### src/rtl/qr_unmask_gen_if.sv
// Handshake and grid bus between the downsampler, the unmask stage and the codeword reader.
// Slave side is the unmask stage; master side drives start_in/qr_in and consumes results.
interface qr_unmask_gen_if #(
  parameter int MOD_SIZE = 21
);
  logic                           start_in;
  logic [MOD_SIZE*MOD_SIZE-1:0]   qr_in;
  logic [MOD_SIZE*MOD_SIZE-1:0]   qr_out;
  logic [2:0]                     mask_id_out;
  logic [1:0]                     ecc_level_out;
  logic                           format_ok_out;
  logic                           busy_out;
  logic                           done_out;

  modport master (
    output start_in, qr_in,
    input  qr_out, mask_id_out, ecc_level_out, format_ok_out, busy_out, done_out
  );

  modport slave (
    input  start_in, qr_in,
    output qr_out, mask_id_out, ecc_level_out, format_ok_out, busy_out, done_out
  );
endinterface

### src/rtl/qr_unmask_gen.sv
// QR unmask stage: validates both format copies (BCH), XORs the chosen mask over data modules, LANES per cycle.
// Latency 2+N*N/LANES cycles from start_in to done_out; no backpressure, start_in is ignored unless IDLE.
module qr_unmask_gen #(
  parameter int MOD_SIZE = 21,
  parameter int LANES    = 1
) (
  input  logic           clk_in,
  input  logic           rst_in,
  qr_unmask_gen_if.slave bus
);
  localparam int          NN       = MOD_SIZE * MOD_SIZE;
  localparam int          IW       = $clog2(NN);
  localparam logic [5:0]  LAST_ROW = 6'(MOD_SIZE - 1);
  localparam logic [5:0]  LAST_COL = 6'(MOD_SIZE - LANES);
  localparam logic [5:0]  STEP     = 6'(LANES);
  localparam logic [5:0]  FND_LO   = 6'(MOD_SIZE - 8);
  localparam logic [5:0]  ALN_LO   = 6'(MOD_SIZE - 9);
  localparam logic [5:0]  ALN_HI   = 6'(MOD_SIZE - 5);
  localparam bit          HAS_ALN  = (MOD_SIZE >= 25);
  localparam logic [14:0] FMT_XOR  = 15'b101010000010010;
  localparam logic [10:0] BCH_GEN  = 11'b10100110111;

  if (MOD_SIZE < 21 || MOD_SIZE > 41 || (MOD_SIZE - 17) % 4 != 0) begin : g_bad_mod_size
    $error("qr_unmask_gen: MOD_SIZE must be 4k+17 within 21..41");
  end
  if (LANES < 1 || MOD_SIZE % LANES != 0) begin : g_bad_lanes
    $error("qr_unmask_gen: LANES must divide MOD_SIZE");
  end

  typedef enum logic [2:0] {S_IDLE, S_LATCH, S_DECODE, S_SCAN, S_DONE} state_t;

  state_t          state_q, state_d;
  logic [NN-1:0]   grid_q, qr_q;
  logic [14:0]     raw_a_q, raw_b_q;
  logic [14:0]     copy_a, copy_b, fmt_a, fmt_b, fmt_sel;
  logic            ok_a, ok_b;
  logic [5:0]      row_q, col_q;
  logic [2:0]      mask_q;
  logic [1:0]      ecc_q;
  logic            fmt_ok_q;
  logic            busy, done, scan_last;
  logic [IW-1:0]   lane_idx [LANES];
  logic            lane_bit [LANES];

  function automatic logic [IW-1:0] at(input int r, input int c);
    return IW'(r * MOD_SIZE + c);
  endfunction

  function automatic logic bch_ok(input logic [14:0] w);
    logic [14:0] v;
    v = w;
    for (int i = 14; i >= 10; i--)
      if (v[4'(i)]) v = v ^ (15'(BCH_GEN) << (i - 10));
    return v[9:0] == 10'd0;
  endfunction

  function automatic logic mask_hit(input logic [2:0] id, input logic [5:0] r, input logic [5:0] c);
    logic [10:0] rr, cc, s, p;
    rr = {5'd0, r};
    cc = {5'd0, c};
    s  = rr + cc;
    p  = rr * cc;
    case (id)
      3'd0:    return (s % 11'd2) == 11'd0;
      3'd1:    return (rr % 11'd2) == 11'd0;
      3'd2:    return (cc % 11'd3) == 11'd0;
      3'd3:    return (s % 11'd3) == 11'd0;
      3'd4:    return (((rr / 11'd2) + (cc / 11'd3)) % 11'd2) == 11'd0;
      3'd5:    return ((p % 11'd2) + (p % 11'd3)) == 11'd0;
      3'd6:    return (((p % 11'd2) + (p % 11'd3)) % 11'd2) == 11'd0;
      default: return (((s % 11'd2) + (p % 11'd3)) % 11'd2) == 11'd0;
    endcase
  endfunction

  function automatic logic is_func(input logic [5:0] r, input logic [5:0] c);
    logic fnd, tmg, aln;
    fnd = (r < 6'd9 && c < 6'd9) || (r < 6'd9 && c >= FND_LO) || (r >= FND_LO && c < 6'd9);
    tmg = (r == 6'd6) || (c == 6'd6);
    aln = HAS_ALN && r >= ALN_LO && r <= ALN_HI && c >= ALN_LO && c <= ALN_HI;
    return fnd || tmg || aln;
  endfunction

  // Raw format copies straight off the input grid, captured in LATCH.
  always_comb begin
    copy_a = '0;
    copy_b = '0;
    for (int i = 0; i < 6; i++) copy_a[4'(14 - i)] = bus.qr_in[at(8, i)];
    copy_a[8] = bus.qr_in[at(8, 7)];
    copy_a[7] = bus.qr_in[at(8, 8)];
    copy_a[6] = bus.qr_in[at(7, 8)];
    for (int i = 0; i < 6; i++) copy_a[4'(5 - i)] = bus.qr_in[at(5 - i, 8)];
    for (int i = 0; i < 7; i++) copy_b[4'(14 - i)] = bus.qr_in[at(MOD_SIZE - 1 - i, 8)];
    for (int j = 0; j < 8; j++) copy_b[4'(7 - j)] = bus.qr_in[at(8, MOD_SIZE - 8 + j)];
  end

  always_comb begin
    fmt_a   = raw_a_q ^ FMT_XOR;
    fmt_b   = raw_b_q ^ FMT_XOR;
    ok_a    = bch_ok(fmt_a);
    ok_b    = bch_ok(fmt_b);
    fmt_sel = (!ok_a && ok_b) ? fmt_b : fmt_a;
  end

  always_comb begin
    lane_idx = '{default: '0};
    lane_bit = '{default: 1'b0};
    for (int l = 0; l < LANES; l++) begin
      lane_idx[l] = IW'(int'(row_q) * MOD_SIZE + int'(col_q) + l);
      lane_bit[l] = grid_q[lane_idx[l]] ^
                    (mask_hit(mask_q, row_q, col_q + 6'(l)) & ~is_func(row_q, col_q + 6'(l)));
    end
  end

  assign scan_last = (row_q == LAST_ROW) && (col_q == LAST_COL);

  always_ff @(posedge clk_in) begin
    if (rst_in) state_q <= S_IDLE;
    else        state_q <= state_d;
  end

  always_comb begin
    state_d = state_q;
    busy    = 1'b0;
    done    = 1'b0;
    case (state_q)
      S_IDLE:   if (bus.start_in) state_d = S_LATCH;
      S_LATCH:  begin busy = 1'b1; state_d = S_DECODE; end
      S_DECODE: begin busy = 1'b1; state_d = S_SCAN; end
      S_SCAN:   begin busy = 1'b1; if (scan_last) state_d = S_DONE; end
      S_DONE:   begin done = 1'b1; state_d = S_IDLE; end
      default:  state_d = S_IDLE;
    endcase
  end

  always_ff @(posedge clk_in) begin
    if (rst_in) begin
      grid_q   <= '0;
      qr_q     <= '0;
      raw_a_q  <= '0;
      raw_b_q  <= '0;
      row_q    <= '0;
      col_q    <= '0;
      mask_q   <= '0;
      ecc_q    <= '0;
      fmt_ok_q <= 1'b0;
    end else begin
      case (state_q)
        S_IDLE: if (bus.start_in) qr_q <= '0;
        S_LATCH: begin
          grid_q  <= bus.qr_in;
          raw_a_q <= copy_a;
          raw_b_q <= copy_b;
          row_q   <= '0;
          col_q   <= '0;
        end
        S_DECODE: begin
          mask_q   <= fmt_sel[12:10];
          ecc_q    <= fmt_sel[14:13];
          fmt_ok_q <= ok_a | ok_b;
        end
        S_SCAN: begin
          for (int l = 0; l < LANES; l++) qr_q[lane_idx[l]] <= lane_bit[l];
          if (col_q == LAST_COL) begin
            col_q <= '0;
            row_q <= row_q + 6'd1;
          end else begin
            col_q <= col_q + STEP;
          end
        end
        default: ;
      endcase
    end
  end

  assign bus.qr_out        = qr_q;
  assign bus.mask_id_out   = mask_q;
  assign bus.ecc_level_out = ecc_q;
  assign bus.format_ok_out = fmt_ok_q;
  assign bus.busy_out      = busy;
  assign bus.done_out      = done;
endmodule

### src/flat_wrapper.sv
// flat-port wrapper written by rule: the top's interface ports become plain ports
module qr_unmask_gen_flat 
#(
  parameter int MOD_SIZE = 21,
  parameter int LANES    = 1
)
  (clk_in, rst_in, bus_start_in, bus_qr_in, bus_qr_out, bus_mask_id_out, bus_ecc_level_out, bus_format_ok_out, bus_busy_out, bus_done_out);
  qr_unmask_gen_if #(.MOD_SIZE(MOD_SIZE)) bus_i ();
  input  logic clk_in;
  input  logic rst_in;
  input wire logic [$bits(bus_i.start_in)-1:0] bus_start_in;
  input wire logic [$bits(bus_i.qr_in)-1:0] bus_qr_in;
  output wire logic [$bits(bus_i.qr_out)-1:0] bus_qr_out;
  output wire logic [$bits(bus_i.mask_id_out)-1:0] bus_mask_id_out;
  output wire logic [$bits(bus_i.ecc_level_out)-1:0] bus_ecc_level_out;
  output wire logic [$bits(bus_i.format_ok_out)-1:0] bus_format_ok_out;
  output wire logic [$bits(bus_i.busy_out)-1:0] bus_busy_out;
  output wire logic [$bits(bus_i.done_out)-1:0] bus_done_out;
  assign bus_i.start_in = bus_start_in;
  assign bus_i.qr_in = bus_qr_in;
  assign bus_qr_out = bus_i.qr_out;
  assign bus_mask_id_out = bus_i.mask_id_out;
  assign bus_ecc_level_out = bus_i.ecc_level_out;
  assign bus_format_ok_out = bus_i.format_ok_out;
  assign bus_busy_out = bus_i.busy_out;
  assign bus_done_out = bus_i.done_out;
  qr_unmask_gen #(.MOD_SIZE(MOD_SIZE), .LANES(LANES)) u_core (.clk_in(clk_in), .rst_in(rst_in), .bus(bus_i));
endmodule
### config.mk
export PLATFORM = sky130hd
export DESIGN_NAME = qr_unmask_gen_flat
export DESIGN_NICKNAME = d
export VERILOG_FILES = /design/src/rtl/qr_unmask_gen_if.sv /design/src/rtl/qr_unmask_gen.sv /design/src/flat_wrapper.sv
export SDC_FILE = /design/constraint.sdc
export NUM_CORES = 2
export LEC_CHECK = 0
export CAP_MARGIN = 10
export CORE_AREA = 8 8 346 348
export CTS_BUF_LIST = sky130_fd_sc_hd__clkbuf_4
export DETAILED_ROUTE_END_ITERATION = 7
export DIE_AREA = 0 0 354 356
export PLACE_DENSITY_LB_ADDON = 0.05
export REMOVE_ABC_BUFFERS = 1
export SYNTH_ARGS = -nofsm -noshare
export SYNTH_HDL_FRONTEND = slang
export SYNTH_SLANG_ARGS = --single-unit
### constraint.sdc
create_clock -name clk_in -period 25.4 [get_ports clk_in]
set_input_delay 3.81 -clock clk_in [delete_from_list [all_inputs] [get_ports clk_in]]
set_output_delay 3.81 -clock clk_in [all_outputs]
set_load 0.005 [all_outputs]
# == Word-level counts from Yosys, hierarchy flattened ==
# Index checks and enable logic that the tools add are counted.
# classes
addsub,7
n_mul,2
div_mod_pow,4
n_lt_le_gt_ge,6
eq_ne,17
mux,18
bitwise_logic,6
reduce_logical,29
# ops
cell,count
case mux 441 bit (2 select lines),1
bitwise mux 441 bit,1
two-way mux 441 bit,1
zero test 11 bit,8
case mux 6 bit (2 select lines),2
modulo 11 x 2 -> 11 bit (second input constant),2
zero test 10 bit,2
two-way mux 15 bit,1
adder 6 x 1 -> 6 bit (second input constant),2
== test 3 x 2 -> 1 bit (second input constant),4
== test 3 bit (second input constant),4
== test 6 x 3 -> 1 bit (second input constant),2
== test 6 x 5 -> 1 bit (second input constant),2
>= comparator 6 x 4 -> 1 bit (second input constant),2
< comparator 6 x 4 -> 1 bit (second input constant),2
two-way mux 6 bit,2
case mux 3 bit (4 select lines),1
adder 1 x 11 -> 11 bit,1
divider 6 x 2 -> 11 bit (second input constant),1
modulo 6 x 2 -> 11 bit (second input constant),1
multiplier 6 x 6 -> 11 bit,1
< comparator 9 x 10 -> 1 bit (second input constant),1
NOT 2 -> 5 bit,2
adder 9 x 7 -> 9 bit,1
other kinds (23),42
# totals
reg_bits,920
inputBits,444
out_inout_bits,449
elab_cells,99

# == Logic depth before layout (Yosys ltp) ==
# logic_depth
word_depth,10
mapped_depth,35
depth_no_buf,30

# == Worst setup path after synthesis ==
# Ideal clock, no wire load.
# synth_timing
path_kind,flip-flop to flip-flop
startpoint,reg u_core.row_q[2]
endpoint,reg u_core.qr_q[100] (netlist: u_core.bus.qr_out[100])
setup_ns,0.128
arrival_ns,8.155
required_ns,25.272
path_slack_ns,17.117
path_stages_with_launch,32
n_path_buf,5
period_less_slack_ns,8.283
path_cell_list,dfxtp_1 > clkbuf_1 > nand2_1 > fa_1 > inv_1 > fa_1 > inv_1 > fa_1 > inv_1 > ha_1 > buf_2 > a311o_1 > or3_1 > buf_2 > or3_1 > a211o_1 > a32o_1 > and3_2 > buf_6 > nand4_1 > o2111ai_1 > ha_1 > or3_1 > a211oi_1 > ha_1 > xnor2_1 > nor3_1 > o21ai_0 > a211oi_4 > mux2i_1 > clkbuf_1 > o21ai_0
# synth_via
elab_chain_len,10
word_cells_on_any_way,35
classes_between,add/sub (4); mul (2); div (2); order compare (4); eq/ne (1); mux (7); bitwise (3); reduce/logical (12)
# synth_lines
item,line_no,text
"start, declared",qr_unmask_gen.sv:37,"logic [5:0] row_q, col_q;"
"start signal, assigned",qr_unmask_gen.sv:165,row_q <= row_q + 6'd1;
"parallel branches: the longest is 8 deep, another holds multiplier 6 x 6 -> 11 bit",--,
bitwise mux 441 bit *,qr_unmask_gen.sv:162,for (int l = 0; l < LANES; l++) qr_q[lane_idx[l]] <= lane_bit[l];
case mux 441 bit (2 select lines) *,qr_unmask_gen.sv:147,case (state_q)
"end signal, assigned",qr_unmask_gen.sv:138,qr_q <= '0;
"end signal, assigned",qr_unmask_gen.sv:148,S_IDLE: if (bus.start_in) qr_q <= '0;
"end, declared",qr_unmask_gen.sv:33,"logic [NN-1:0] grid_q, qr_q;"
# Every way passes the cells marked *. The select of a mux whose other input is x is not followed.
# A chain may end at the register's enable or synchronous reset.

# == Worst setup path in the final report ==
# layout_timing
startpoint,reg u_core.col_q[3]
endpoint,reg u_core.qr_q[350] (netlist: u_core.bus.qr_out[350])
# layout_via
elab_chain_len,10
word_cells_on_any_way,39
classes_between,add/sub (5); mul (1); div (4); order compare (4); eq/ne (1); mux (7); bitwise (3); reduce/logical (14)
# layout_lines
item,line_no,text
"start, declared",qr_unmask_gen.sv:37,
"start signal, assigned",qr_unmask_gen.sv:167,col_q <= col_q + STEP;
"parallel branches: the longest is 8 deep, another holds multiplier 6 x 6 -> 11 bit",--,
bitwise mux 441 bit *,qr_unmask_gen.sv:162,
case mux 441 bit (2 select lines) *,qr_unmask_gen.sv:147,
# Marked as above.

==> results.toml <==
[floorplan]
start_util_pct = 34.7
die_y_um = 356
core.rowCount = 124
die_w_um = 354
core_area_um2 = 114000
ios = 893
die-area_um2 = 126000

[status]
outcome = "finished, final reports clean"

[power]
seqPwrFrac_pct = 46.8
vdd_drop_max_mv = 0.0324
power.total_mw = 3.17
p_comb_share_pct = 9.6
clockPowerShare_pct = 43.6
switchingPower_mw = 0.830
power.share.switching_pct = 26.2
leakage_nw = 17.9
internal_power_mw = 2.34
p_per_area_nw_per_um2 = 60.6

[finish]
n_fill_cell = 11408
drive_gt1_share_pct = 12.0
area_growth_pct = 32.5
fin_nets = 5728

[critical_path]
worstSetupPathType = "flip-flop to flip-flop"
worstPathArrival_ps = 11060
worstPathRequired_ps = 26280
path_common_cell = "ha_1"
worstSetupStartpointType = "flip-flop"
crit_path_end_kind = "flip-flop"
slowest_delay_ps = 980
path_max_fanout = 84
crit_path_top_delay_cell = "a211oi_1"

[clock_tree]
clk_latency_ps = 1150
cts-buffers-inserted = 277
cts_hold_buffers = 0
path_clk_slew_ps = 60
ctsResizeCount = 0
cts_max_level = 5
cts.path.max_buffers = 4
clkSinkCount = 899
root_buffer = "clkbuf_4"
cts_tree = "done"
post_cts.repair.setup_buffers = 0

[synthesis]
yosysWarnings = 0
synthArstFlopShare_pct = 0
avgSynthCellArea_um2 = 8.86
syn-cell-area_um2 = 39500
synth_area_leaders = "dfxtp_1 46%, nand2_1 10%, mux4_2 8.0%"
ys_seq_area_share_pct = 45.5
yosysTopAreaCell = "dfxtp_1"
synth_edf_count = 0
synthCells = 4459
synthDistinctLibCells = 70
synthFlopType = "dfxtp_1"
ys_ff_latch = 899
yosys.area.top_type_share_pct = 45.5

[drt]
routed_wl_um = 173000
met2_length_um = 81500
viasPerCell = 5.48
first_pass_iters = 5
post_drt_wl_per_cell_um = 25.1
routed.top_layer = "met5"
ant_nets = 0
num_vias = 37787
m1WireLength_um = 71300
drt_iter0_drc = 2910
drcViolationCount = 0
dr_wl_met3_um = 14500

[global_route]
grt_pass1_vias = 37024
grt_usage_pct = 26.0
grt_pass1_wl_um = 251000
gr-total-overflow = 0
antenna_found_initial = 39
grt_max_degree = 221

[placed_design]
gp_congestion = 0.825
post-dp-hpwl_um = 119000
port_buffers = 890

[sta]
fin_crit_ps = 10180
max_freq_mhz = 98.2
hold_viol_final = 0
skew_ps = 115
tightest_slew_ps = 1230
slew_headroom_pct = 17.6
final_max_slew_viol_count = 0
finalCritPeriodShare_pct = 40.1
rsz0062_at_grt = "false"
setup_tns_ps = 0
report.final.setup_viol = 0

[hold_path]
min_path_type = "flip-flop to flip-flop"

[flow_run]
maxCapViolations = 0
worst paths after layout:
check / end / startpoint / slack [ps] / cells past startpoint
max: u_core.bus.qr_out[350]$_SDFFE_PP0P_ / u_core.col_q[3]$_SDFFE_PP0P_ / 15220 / 29
min: u_core.grid_q[130]$_SDFFE_PP0P_ / u_core.grid_q[130]$_SDFFE_PP0P_ / 450 / 2
max reg2reg: u_core.bus.qr_out[350]$_SDFFE_PP0P_ / u_core.col_q[3]$_SDFFE_PP0P_ / 15220 / 29
min reg2reg: u_core.grid_q[130]$_SDFFE_PP0P_ / u_core.grid_q[130]$_SDFFE_PP0P_ / 450 / 2
per-layer routing:
metal / vias up / GRT usage [%]
met5: - / 0
li1: 17800 / -
met2: 1413 / 42.3
met4: 22 / 10.4
met3: 257 / 9.06
met1: 18295 / 31.5
registers in the layout (all words and copies together) (netlist names):
signal                    count
u_core.col_q                  6
u_core.state_q                3
u_core.bus.mask_id_out        1
u_core.row_q                  6
u_core.bus.qr_out           441
u_core.grid_q               441
u_core.bus.format_ok_out      1
synth_stat cells, drive strengths merged (5+ instances only):
cell type	count
and3	6
mux4	140
nand3	133
o21ai	184
nand3b	6
xor2	13
buf	64
clkbuf	409
nor3	33
ha	55
nand4	13
o41ai	276
nor4	9
o22ai	8
a211oi	8
a31oi	7
nand2	1078
mux2i	6
dfxtp	899
a211o	5
and2	27
nor2	86
or3	7
nor3b	5
nor2b	15
o211ai	332
inv	60
a21oi	470
xnor2	21
a221oi	5
fa	22
layout make-up:
type | instances | area, um2 | area share, %
multi-input cells | 3028 | 19600 | 37.4
flip-flops and latches | 899 | 18000 | 34.4
repair buffers | 941 | 9350 | 17.9
clock buffers | 396 | 2970 | 5.68
well taps | 1512 | 1890 | 3.61
clock inverters | 33 | 255 | 0.488
inverters | 60 | 225 | 0.430
diodes | 24 | 60.1 | 0.115
cell usage in the layout, fill, tap and decap left out, drive strengths merged, types with 7 or more instances in the layout:
| cell type | n |
|---|---|
| nor2b | 15 |
| clkinv | 23 |
| nand2 | 1078 |
| nor4 | 9 |
| nor3 | 33 |
| and2 | 27 |
| ha | 55 |
| a31oi | 7 |
| xnor2 | 21 |
| or3 | 7 |
| o21ai | 184 |
| o41ai | 276 |
| nand3 | 133 |
| buf | 52 |
| clkbuf | 396 |
| a211oi | 8 |
| nor2 | 86 |
| o22ai | 8 |
| clkdlybuf4s50 | 889 |
| nand4 | 13 |
| fa | 22 |
| dfxtp | 899 |
| o211ai | 332 |
| a21oi | 470 |
| diode | 24 |
| inv | 65 |
| xor2 | 13 |
| mux4 | 140 |
critical path, delay by kind of cell, from the launching register on:
kind	cells	cell delay, ps
AOI/OAI and AO/OA	10	3610
xor gates and xnor gates	2	350
adders and majority gates	7	2630
buffers and inverters	3	940
DFF	1	630
and+or+nand+nor	7	1670
cells by family (layout without fill, tap and decap cells):
logic type               Yosys count  in the layout  synth area share (%)
adder cells (fa/ha/maj)           77             77                  2.86
flip-flops                       899            899                  45.5
AO/OA/AOI/OAI                   1334           1334                  22.2
buffers and inverters            533           1430                  5.50
multiplexers                     149            149                  8.22
AND/OR/NAND/NOR                 1432           1432                  14.9
other                              1             26               0.00949
XOR/XNOR                          34             34                 0.773
through the flow:
step	setup WS (ps)	utilization [%]	hold WS, ps	instances	area (um2)
2_1_floorplan	3360	-	427	3987	37600
3_3_place_gp	15440	43.1	440	6440	49100
3_5_place_dp	15300	43.1	443	6440	49100
4_1_cts	15210	45.9	452	6869	52300
5_1_grt	14480	46.0	468	6885	52300
6_report	15220	46.0	451	6893	52400
power groups by stage:
stage          combinational, mW  clock (mW)  sequential, mW
4_1_cts                    0.305        1.43            1.49
3_5_place_dp               0.305           0            1.52
6_report                   0.303        1.38            1.49
3_3_place_gp               0.305           0            1.52
5_1_grt                    0.331        1.51            1.49
2_1_floorplan              0.193           0            1.51
No activity file was read; power rests on OpenSTA's default activity.
